--- src/rtl/fp_issue_timer.sv ---
// RUN-state watchdog for fp_issue_ctrl; instantiated only when FP_ISSUE_TIMEOUT_EN is defined.
module fp_issue_timer #(
    parameter int unsigned TIMEOUT_CYCLES = 64
) (
    input  logic clk,
    input  logic rst,
    input  logic clear,
    input  logic run,
    output logic expired_c
);

    localparam int unsigned CNT_RAW_W = $clog2(TIMEOUT_CYCLES + 1);
    localparam int unsigned CNT_W     = (CNT_RAW_W > 8) ? CNT_RAW_W : 8;

    logic [CNT_W-1:0] cnt_q;

    // Counts RUN cycles since the last accept; saturates once expired.
    always_ff @(posedge clk) begin
        if (rst || clear) begin
            cnt_q <= '0;
        end else if (run && !expired_c) begin
            cnt_q <= cnt_q + CNT_W'(1);
        end
    end

    assign expired_c = run && (cnt_q == CNT_W'(TIMEOUT_CYCLES - 1));

endmodule

--- config.mk ---
export PLATFORM = sky130hd
export DESIGN_NAME = fp_issue_timer
export DESIGN_NICKNAME = d
export VERILOG_FILES = /design/src/rtl/fp_issue_timer.sv
export SDC_FILE = /design/constraint.sdc
export NUM_CORES = 1
export LEC_CHECK = 0
export ABC_AREA = 1
export CAP_MARGIN = 20
export CELL_PAD_IN_SITES_DETAIL_PLACEMENT = 1
export CELL_PAD_IN_SITES_GLOBAL_PLACEMENT = 1
export CORE_MARGIN = 2
export CORE_UTILIZATION = 30
export CTS_BUF_LIST = sky130_fd_sc_hd__clkbuf_4 sky130_fd_sc_hd__clkbuf_8 sky130_fd_sc_hd__clkbuf_16
export DETAILED_ROUTE_END_ITERATION = 7
export GPL_TIMING_DRIVEN = 0
export PLACE_DENSITY_LB_ADDON = 0.25
export SLEW_MARGIN = 20
export SYNTH_ARGS = -nofsm -noshare
export SYNTH_HDL_FRONTEND = slang
export SYNTH_SLANG_ARGS = --single-unit
--- constraint.sdc ---
create_clock -name clk -period 3.95 [get_ports clk]
set_clock_uncertainty 0.1 [all_clocks]
set_input_delay 0.395 -clock clk [delete_from_list [all_inputs] [get_ports clk]]
set_output_delay 0.395 -clock clk [all_outputs]
set_load 0.02 [all_outputs]
==> run_results.csv <==
group,metric,value,unit
run_status,status,"finished, final reports clean",
timing,maxSlewHeadroom,61.3,%
layout,largest_register,"cnt_q",
timing,period_share,60.0,%
critical_path,r2r_cells,8,
layout,fill_cells,209,
critical_path,start_kind,"flop",
critical_path,critPathArrivalTime,1.88,ns
cts,clkSinkCount,8,
power,ir_drop,0.109,mV
power,p_leak,0.265,nW
global_routing,antenna_found_initial,0,
route,postRouteAntennaNets,0,
synth,synth_area,504,µm²
route,drc,0,
synth,ys_types,16,
critical_path,cp-startpoint,"cnt_q[0]",
layout,antennaDiodeCount,0,
run,drv_cap,0,
global_routing,gr-total-overflow,0,
critical_path,path_cells,"ha_1 > nand2_2 > nor2_2 > nand2_2 > nor2_1 > clkdlybuf4s50_1",
die,die_h,45.0,µm
critical_path,crit_top_cell,"nand2_2",
die,die-area,2020,µm²
timing,worst_pin_slew,0.579,ns
synth,synth_top_cell_area_share,31.8,%
route,firstDrtPassIters,2,
global_routing,first_global_vias,420,
synth,synth_area_leader_cell,"dfxtp_1",
critical_path,end_kind,"output pin",
route,dr.first_iter.drc_count,5,
synth,yosysWarningCount,0,
layout,seq_area,160,µm²
timing,setup_viol,0,
worst_hold_path,whs_path_depth,3,
synth,synthesis.nets,78,
critical_path,rr_endpoint,"cnt_q[5]",
die,rows,14,
placed_design,hpwl,794,µm
die,initial_utilization,32.7,%
cts,path_clk_slew,0.06,ns
timing,grt_setup_unrepaired,"false",
cts,ctsHtreeMaxLevel,1,
route,routed_wl,1.01,mm
route,routedWlPerCell,10.6,µm
critical_path,path_buf_inv,1,
critical_path,rrSetupSlack,2.59,ns
timing,drv_slew,0,
cts,clock_path_buffers,2,
timing,fmax,422,MHz
synth,seq_area_frac_synth,31.8,%
timing,hold_viol,0,
layout,largest_reg_flops,8,
placed_design,gp_congestion,0.649,
critical_path,cp.required,3.45,ns
die,design.core.area,1540,µm²
cts,clockRootBuffer,"clkbuf_4",
critical_path,worstPathMaxFanout,4,
layout,layout_common_cells,"nand2_1 (13), nor2_1 (13), inv_1 (9), nand3_1 (8), dfxtp_1 (8)",
worst_hold_path,hold_path_class,"input port to flop",
critical_path,critPathSlowestCell,"clkdlybuf4s50_1",
timing,fin_tns_setup,0,ns
critical_path,crit_family,"buffers and inverters",
cts,postCtsSetupBuffers,0,
layout,area.growth.synth_to_final,14.4,%
worst_hold_path,hold_end,"cnt_q[1]",
global_routing,track_usage,12.7,%
critical_path,slowest_delay,0.60,ns
layout,multiInputGateArea,303,µm²
synth,ys_ff_latch,8,
worst_hold_path,min_from,"run",
cts,cts_tree,"built",
cts,cts_hold_buffers,0,
placed_design,port_buffers,3,
power,finalPower,0.000158,W
cts,cts_buffers,3,
layout,biggestRegsByFlops,"cnt_q x8",
route,viasPerCell,4.73,
route,vias,449,
cts,ctsResizeCount,0,
layout,drive_above_1_share,20.3,%
critical_path,crit_type,"flop to output pin",
layout,nets,86,
global_routing,grt_pass1_wl,1.80,mm
global_routing,grt_max_degree,10,
synth,syn_avg_cell_area,6.91,µm²
power,powerDensity,274,nW/µm²
die,fp.dieW,45.0,µm
synth,synthCells,73,
synth,synth.area.top_cells,"dfxtp_1 (32%), nand2_1 (9.7%), nor2_1 (9.7%)",
cts,clock_latency,0.26,ns
timing,fin_crit,2.37,ns
die,ios,5,
critical_path,reg2reg_from,"cnt_q[0]",
==> how the worst max path moves through the flow <==
| stage | cells past startpoint | slack (ns) | endpoint |
|---|---|---|---|
| final | 6 | 1.58 | expired_c |
| after global routing | 6 | 1.45 | expired_c |
| after CTS | 6 | 1.56 | expired_c |
| after detailed placement | 6 | 1.85 | expired_c |
| after global placement | 6 | 1.87 | expired_c |
| after floorplan | 5 | 2.33 | expired_c |
==> routing by layer <==
| metal | global-route usage [%] | routed length, µm |
|---|---|---|
| met5 | 0 | 0 |
| met4 | 5.29 | 14 |
| met3 | 4.80 | 23 |
| met2 | 20.0 | 455 |
| met1 | 15.5 | 512 |
==> Yosys cell counts <==
cell type  number
nor2_8          1
nand2_2         4
nor2_2          3
nand3_1         8
ha_1            1
nand4_1         2
dfxtp_1         8
nand2_4         1
nand2_1        13
o21ai_2         1
nor2_1         13
inv_1           9
buf_4           1
nor2_4          2
a21oi_1         5
xor2_1          1
==> power by group <==
part	switching [W]	internal (W)	leakage [nW]
logic	0.00000567	0.00000496	0.187
registers	0.000000840	0.0000816	0.0647
clock network	0.0000302	0.0000349	0.0138
total	0.0000367	0.000122	0.265
==> cell type report <==
class	instances	area share, %
inverters	9	5.86
multi-input cells	55	52.5
repair buffers	3	5.21
well taps	16	3.47
clock buffers	3	3.90
flip-flops and latches	8	27.8
plain buffers	1	1.30
==> stage by stage <==
stage,std cells,utilization [%],setup slack (ns),hold slack [ns],cell area (µm²)
global route,95,37.4,1.45,0.378,577
floorplan,73,-,2.33,0.378,504
CTS,95,37.4,1.56,0.364,577
detailed placement,92,36.0,1.85,0.419,554
global placement,92,36.0,1.87,0.406,554
finish,95,37.4,1.58,0.368,577
==> worst min-delay path: stages <==
cell	delay [ns]
buf_4	0.13
a21oi_1	0.07
nor2_1	0.09
==> logic make-up after synthesis <==
| kind of cell | share of synthesized area (%) |
|---|---|
| AND/OR/NAND/NOR | 49.1 |
| buffers and inverters | 8.19 |
| flip-flops | 31.8 |
| AO/OA/AOI/OAI | 6.70 |
| XOR/XNOR | 1.74 |
| adder cells (fa/ha/maj) | 2.48 |
No activity file was read; power rests on OpenSTA's default activity.
